**config.mk**
```make
export PLATFORM = sky130hd
export DESIGN_NAME = scr1_dbgc_tout_cnt
export DESIGN_NICKNAME = d
export VERILOG_FILES = /design/src/rtl/scr1_dbgc_tout_cnt.sv
export SDC_FILE = /design/constraint.sdc
export NUM_CORES = 1
export LEC_CHECK = 0
export ABC_AREA = 1
export CAP_MARGIN = 20
export CELL_PAD_IN_SITES_DETAIL_PLACEMENT = 0
export CELL_PAD_IN_SITES_GLOBAL_PLACEMENT = 1
export CORE_MARGIN = 5
export CORE_UTILIZATION = 32
export CTS_BUF_LIST = sky130_fd_sc_hd__clkbuf_8
export DETAILED_ROUTE_END_ITERATION = 12
export PLACE_DENSITY = 0.84
export SYNTH_ARGS = -nofsm -noshare
export SYNTH_HDL_FRONTEND = slang
export SYNTH_SLANG_ARGS = --single-unit
```
**constraint.sdc**
```tcl
create_clock -name clk -period 2.6 [get_ports clk]
set_input_delay 0.65 -clock clk [delete_from_list [all_inputs] [get_ports clk]]
set_output_delay 0.65 -clock clk [all_outputs]
set_load 0.02 [all_outputs]
```
**src/rtl/scr1_dbgc_tout_cnt.sv**
```systemverilog
// Loadable down-counter with a zero flag; it stops at zero and waits for the next load.
module scr1_dbgc_tout_cnt #(
  parameter int unsigned W = 8
) (
  input  logic         clk,
  input  logic         rst_n,
  input  logic         load,
  input  logic [W-1:0] load_val,
  input  logic         dec,
  output logic         zero
);

  logic [W-1:0] cnt;

  always_ff @(posedge clk or negedge rst_n) begin
    if (!rst_n) begin
      cnt <= '0;
    end else if (load) begin
      cnt <= load_val;
    end else if (dec && (cnt != '0)) begin
      cnt <= cnt - 1'b1;
    end
  end

  assign zero = (cnt == '0);

endmodule

```
==> impl.org, run 1 <==
** Outcome
- Run status :: finished, final reports clean

** Floorplanning
- 13 I/O pins were placed.
- The floorplan step set the die height to 53.2 microns.
- After floorplanning, the core was sized to cover 1750 sq um.
- The die covers 2830 sq um.
- The floorplan has 15 rows.
- Effective utilization at floorplan :: 0.342
- The die is 53.2 microns wide.

** Timing
- For the pin with the worst max-slew slack, the measured transition is 0.383 ns.
- Static timing analysis puts the maximum clock frequency at 0.402 GHz.
- Summed over all failing endpoints, the final setup total negative slack is 0 ns.
- The clock arrives with 0.00734 ns of skew.
- Count of final max-slew check failures :: 0
- Final worst path period need :: 2.49 ns
- Max_slew headroom :: 0.744
- Number of failing hold endpoints at the final stage :: 0
- Post-layout worst setup margin :: 0.114 ns
- Final Setup Violations :: 0
- In the finished design, the share of the clock period the worst path needs comes to 0.956.
- RSZ-0062 raised after global routing :: false

** Synthesis
- In this run, distinct cell masters in the synthesized netlist total 16.
- Of the synthesized area, sequential elements account for 0.335.
- Synth Cell Area :: 597 sq um
- Counting every net in the synthesized netlist gives 107.
- During synthesis, Yosys emitted a total of 0 warnings.
- Synthesis produced a netlist whose cell count is 93.
- Mean instance size in the synthesized netlist :: 6.42 sq um
- The synthesized design contains 8 register bits.

** Placement
- RD Place Congestion :: 0.744
- At the placement stage, the worst setup path has a slack of 0.384 ns.
- Post-detailed-placement half-perimeter wirelength :: 1.05 mm
- Port buffering added 12 buffers.

** Critical path
- Category of the worst setup path capture point :: output pin
- Across all register-to-register paths, the minimum setup slack is 1.18 ns.
- Cell type of the slowest stage on the worst timing path :: sky130_fd_sc_hd__clkdlybuf4s50_1
- Maximum fanout count along the critical path :: 7
- Data on the critical path is required at its endpoint by 1.95 ns.
- The critical path in this run is classified as reg -> out.
- CP startpoint kind :: flop
- Count of cells along the worst register-to-register path :: 7
- Highest cell delay on the worst timing path :: 0.62 ns
- Crit path cell chain :: inv_1 > ha_1 > nand2_1 > nor2_1 > clkdlybuf4s50_1
- STA puts the critical path data arrival time at 1.84 ns.

** Min path
- Along the worst hold path, the cell count comes to 2.
- The worst hold path belongs to the class reg -> reg.

** Routing
- Via count :: 592
- Dividing the detail-routed via count by the number of cells gives 4.45.
- Total iterations of the first detailed-routing run :: 4
- DRC violation count after routing :: 0
- Per-cell routed wire length :: 10.1 microns
- Post-DRT Antenna Nets :: 0
- After the first detailed-routing iteration, the DRC count stood at 3.
- Total routed wirelength :: 1.34 mm

** Pwr
- Total power :: 458 uW
- Leakage dissipation :: 0.000397 uW
- Max IR drop VDD :: 416 uV
- For this design the ratio of total power to cell area is 577 nW/um^2.

** Clock network
- CTS Hold Buffers Added :: 0
- CTS built an H-tree with a depth of 1.
- In this run the deepest clock path goes through 2 buffers.
- TritonCTS built the clock tree.
- Insertion delay to the later sink of the worst-skew pair :: 0.23 ns
- Post-CTS sizing :: 0
- Number of buffers added by the clock tree synthesis step :: 3
- Once the clock tree was built, the setup fixing pass inserted 0 buffers.
- Post-CTS clock slew at the launch and capture registers of the worst setup and hold paths :: 0.05 ns
- The root buffer cell chosen for the clock tree is sky130_fd_sc_hd__clkbuf_8.
- The clock net in this run drives a total of 8 sinks.

** Final layout
- FF+latch area :: 200 sq um
- Number of flip-flops under the largest register name :: 8
- Fraction of final layout cells with drive strength greater than 1 :: 0.0833
- Largest regs :: cnt (8)
- Register with the most flip-flops :: cnt
- Final antenna diode count :: 0
- Relative to the synthesized area, the layout overhead comes to 32.9%.
- Total number of nets in the final design :: 124
- Fill cell instance count of the final layout :: 191
- In the final layout, the multi-input gates occupy 350 sq um.

** Global route
- Gr usage total :: 0.113
- Antenna violations before repair :: 0
- After global routing the overflow that remains totals 0.
- The first global-routing pass estimated 2.32 mm of wire.
- Via count of the first global-routing pass :: 586
- Pin count of the biggest net entering global routing :: 14

** Run
- Count of max-cap constraint violations :: 0
## area by class of cell
class,count,share of cell area
multi-input cells,73,0.442
flip-flops and latches,8,0.252
repair buffers,13,0.161
inverters,11,0.0536
clock buffers,3,0.0521
well taps,25,0.0394
## logic make-up (layout without fill, tap and decap cells)
| kind of cell | after synthesis | count (layout) | share of synthesized area |
|---|---|---|---|
| compound gates | 7 | 7 | 0.0776 |
| simple gates | 63 | 63 | 0.453 |
| fa+ha+maj | 2 | 2 | 0.0419 |
| flops | 8 | 8 | 0.335 |
| xor+xnor | 1 | 1 | 0.0147 |
| buf+inv | 12 | 27 | 0.0776 |
## Yosys cell counts (all sizes together)
master,n,area [sq um]
o21ai,7,46.3
nor2,10,40.0
nand4,2,12.5
nand3,13,65.1
clkbuf,1,3.75
inv,10,37.5
xnor2,1,8.76
dfrtp,8,200
nand2,38,153
clkinv,1,5.00
ha,2,25.0
## path summary, 6_finish.rpt
path / start / end
worst max-delay path: cnt[0]$_DFFE_PN0P_ / zero
worst min-delay path: cnt[4]$_DFFE_PN0P_ / cnt[4]$_DFFE_PN0P_
worst max register to register: cnt[0]$_DFFE_PN0P_ / cnt[1]$_DFFE_PN0P_
worst min register to register: cnt[4]$_DFFE_PN0P_ / cnt[4]$_DFFE_PN0P_
max in group asynchronous: rst_n / cnt[1]$_DFFE_PN0P_
min in group asynchronous: rst_n / cnt[0]$_DFFE_PN0P_
## placed cells by master, fill, tap and decap left out, types with 2 or more instances in the layout
cell and instances:
sky130_fd_sc_hd__nand3_1 13, sky130_fd_sc_hd__inv_1 10, sky130_fd_sc_hd__nand2_1 36, sky130_fd_sc_hd__dfrtp_1 8, sky130_fd_sc_hd__clkbuf_8 3, sky130_fd_sc_hd__clkdlybuf4s50_1 12
sky130_fd_sc_hd__nand4_1 2, sky130_fd_sc_hd__o21ai_0 4, sky130_fd_sc_hd__nor2_1 9, sky130_fd_sc_hd__o21ai_1 2, sky130_fd_sc_hd__ha_1 2
## metal layers
| metal | global-route usage | wire length, microns |
|---|---|---|
| met3 | 0.0423 | 91 |
| met1 | 0.142 | 669 |
| met4 | 0.0255 | 0 |
| met2 | 0.182 | 576 |
| met5 | 0 | 0 |
## metrics by stage
step,cell area [sq um],hold WS [ns],utilization,std cells
floorplan,597,0.354,-,93
global placement,752,0.545,0.431,130
detailed placement,752,0.547,0.431,130
CTS,793,0.555,0.454,133
global route,793,0.589,0.454,133
finish,793,0.553,0.454,133
## worst max-delay path: cells and delay by family, from the launching register on
family	cells	cell delay, ns
buf+inv	2	0.79
flops	1	0.37
simple gates	2	0.26
fa+ha+maj	1	0.19
## where the power goes
part | total (uW) | internal, uW | switching, uW | leakage (uW)
registers | 167 | 145 | 22.2 | 0.0000977
logic | 142 | 60.1 | 82.0 | 0.000278
clock network | 149 | 100 | 48.4 | 0.0000216
Note: power is estimated with default switching activity, not from simulation.
==> run 2, diff against run 1 <==
--- a/config.mk
+++ b/config.mk
@@ -12,7 +12,9 @@
 export CORE_MARGIN = 5
 export CORE_UTILIZATION = 32
 export CTS_BUF_LIST = sky130_fd_sc_hd__clkbuf_8
+export CTS_CLUSTER_DIAMETER = 80
 export DETAILED_ROUTE_END_ITERATION = 12
+export MAX_ROUTING_LAYER = met4
 export PLACE_DENSITY = 0.84
 export SYNTH_ARGS = -nofsm -noshare
 export SYNTH_HDL_FRONTEND = slang
==> impl.org, run 2 (synthesis results as in run 1) <==
** Outcome
- Run status :: finished, final reports clean (unchanged)

** Routing
- Per-cell routed wire length :: 10.0 microns (was 10.1 microns)
- The detailed-route via count came to 595 (was 592).
- The residual antenna-violating net count after detailed routing came to 0 (unchanged).
- The count of routing violations after the opening detailed-route iteration was 5 (was 3).
- Vias per inst :: 4.47 (was 4.45)
- Total iterations of the first detailed-routing run :: 4 (unchanged)
- The DRC violation count after routing is 0 (unchanged).
- The detailed-route wire length came to 1.33 mm (was 1.34 mm).

** Global route
- Global-route wire length before repair :: 2.32 mm (unchanged)
- Via count of the first global-routing pass :: 588 (was 586)
- Antenna violations before repair :: 0 (unchanged)
- Gr usage total :: 0.116 (was 0.113)
- The largest net degree at the start of global routing was 14 (unchanged).
- The remaining global-route overflow was 0 (unchanged).

** Timing
- The total negative slack was 0 ns (unchanged).
- Final period util :: 0.955 (was 0.956)
- Tightest Pin Transition :: 0.384 ns (was 0.383 ns)
- Max_slew headroom :: 0.743 (was 0.744)
- The hold slack was 0.553 ns (about the same).
- Clk_skew :: 0.00716 ns (was 0.00734 ns)
- Fmax achieved :: 0.403 GHz (was 0.402 GHz)
- The final critical path time including I/O delays and setup came to 2.48 ns (was 2.49 ns).
- Count of final max-slew check failures :: 0 (unchanged)
- The number of failing setup endpoints in the final timing report was 0 (unchanged).
- Number of failing hold endpoints at the final stage :: 0 (unchanged)
- RSZ-0062 raised after global routing :: false (unchanged)

** Final layout
- Area growth from synthesis to layout :: 32.9% (unchanged)
- Largest regs: cnt (8) (unchanged).
- Final core area utilization :: 0.454 (unchanged)
- Register with the most flip-flops :: cnt (unchanged)
- The ratio of cells with drive above 1 in the final layout came to 0.0833 (unchanged).
- Most common library cell in the layout ignoring fill and taps :: sky130_fd_sc_hd__nand2_1 (unchanged)
- Number of flip-flops under the largest register name :: 8 (unchanged)
- Commonest non-fill, non-tap cells in the layout: sky130_fd_sc_hd__nand2_1 (36), sky130_fd_sc_hd__nand3_1 (13), sky130_fd_sc_hd__clkdlybuf4s50_1 (12), sky130_fd_sc_hd__inv_1 (10), sky130_fd_sc_hd__nor2_1 (9) (unchanged).
- The final antenna diode count came to 0 (unchanged).
- Layout Cell Area excl Fill :: 793 sq um (unchanged)
- Multi-input logic area :: 350 sq um (unchanged)
- The final-layout fill cell count came to 191 (unchanged).
- Total number of nets in the final design :: 124 (unchanged)
- FF+latch area :: 200 sq um (unchanged)

** Pwr
- The static leakage power was 0.000397 uW (unchanged).
- The worst voltage drop across the vdd grid was 416 uV (about the same).
- Power per cell area :: 577 nW/um^2 (about the same)

** Placement
- RD Place Congestion :: 0.753 (was 0.744)
- Post-detailed-placement half-perimeter wirelength :: 1.05 mm (unchanged)
- The total placed instance area was 752 sq um (unchanged).
- The count of input and output buffers came to 12 (unchanged).

** Clock network
- CTS Hold Buffers Added :: 0 (unchanged)
- Clock tree from TritonCTS :: yes (unchanged)
- Clock Sinks :: 8 (unchanged)
- Post-CTS sizing :: 0 (unchanged)
- The count of buffers added by post-CTS timing repair for setup came to 0 (unchanged).
- Root buffer cell :: sky130_fd_sc_hd__clkbuf_8 (unchanged)
- H-tree depth :: 1 (unchanged)
- The CTS clock-pin slew for the worst setup and hold paths is 0.05 ns (about the same).
- The clock latency on the worst-skew pair is 0.23 ns (about the same).
- Number of buffers added by the clock tree synthesis step :: 3 (unchanged)
- Max clock buf depth :: 2 (unchanged)

** Min path
- Class of the tightest hold or removal check :: reg -> reg (unchanged)

** Critical path
- The required time at the endpoint of the critical path was 1.95 ns (about the same).
- The kind of critical path is reg -> out (unchanged).
- The critical-path cell with the highest stage delay was sky130_fd_sc_hd__clkdlybuf4s50_1 (unchanged).
- Crit path cell chain :: inv_1 > ha_1 > nand2_1 > nor2_1 > clkdlybuf4s50_1 (unchanged)
- The endpoint kind of the worst setup timing path is an output pin (unchanged).
- CP startpoint kind :: flop (unchanged)
- Highest cell delay on the worst timing path :: 0.62 ns (about the same)
- The arrival time of the worst setup path was 1.83 ns (was 1.84 ns).
- Maximum fanout count along the critical path :: 7 (unchanged)

** Run
- Count of max-cap constraint violations :: 0 (unchanged)

** Floorplanning
- Core Box Area :: 1750 sq um (unchanged)
- Overall die width :: 53.2 microns (unchanged)
- The die height came to 53.2 microns (unchanged).
- Boundary pin count :: 13 (unchanged)
- The die area was 2830 sq um (unchanged).
- Row cnt :: 15 (unchanged)
- The starting density of the core came to 0.342 (unchanged).
run 2: worst paths after layout:
| check | startpoint | to | slack (ns) | cells after the start |
|---|---|---|---|---|
| setup / recovery | cnt[0]$_DFFE_PN0P_ | zero | 0.12 | 5 |
| hold / removal | cnt[4]$_DFFE_PN0P_ | cnt[4]$_DFFE_PN0P_ | 0.55 | 2 |
| setup reg to reg | cnt[0]$_DFFE_PN0P_ | cnt[1]$_DFFE_PN0P_ | 1.18 | 7 |
| hold reg to reg | cnt[4]$_DFFE_PN0P_ | cnt[4]$_DFFE_PN0P_ | 0.55 | 2 |
| max in group asynchronous | rst_n | cnt[1]$_DFFE_PN0P_ | 1.61 | 1 |
| min in group asynchronous | rst_n | cnt[0]$_DFFE_PN0P_ | 0.71 | 1 |
run 2: through the flow:
step,instances,power [uW],setup WS [ns]
after global routing,133,495,0.0421
after global placement,130,311,0.404
final,133,458,0.117
after floorplan,93,266,0.864
after CTS,133,462,0.122
after detailed placement,130,311,0.384
run 2: area by class of cell:
| type | count | area share |
|---|---|---|
| multi-input cells | 73 | 0.442 |
| flip-flops and latches | 8 | 0.252 |
| repair buffers | 13 | 0.161 |
| inverters | 11 | 0.0536 |
| clock buffers | 3 | 0.0521 |
| well taps | 25 | 0.0394 |
run 2: routing by layer:
layer,global-route usage,part of all wire,vias up
li1,-,-,324
met1,0.142,0.49,255
met2,0.182,0.43,16
met3,0.0423,0.079,0
met4,0.0255,0,0
met5,-,0,-
run 2: worst max-delay path: cells and delay by family, from the launching register on:
family,cells,cell delay (ns)
buffers and inverters,2,0.79
DFF,1,0.37
and+or+nand+nor,2,0.26
adders and majority gates,1,0.19
run 2: where the power goes:
| group | internal, uW | switching (uW) |
|---|---|---|
| Sequential | 145 | 22.1 |
| Clock | 100 | 48.2 |
| Combinational | 60.1 | 82.0 |
| Total | 305 | 152 |
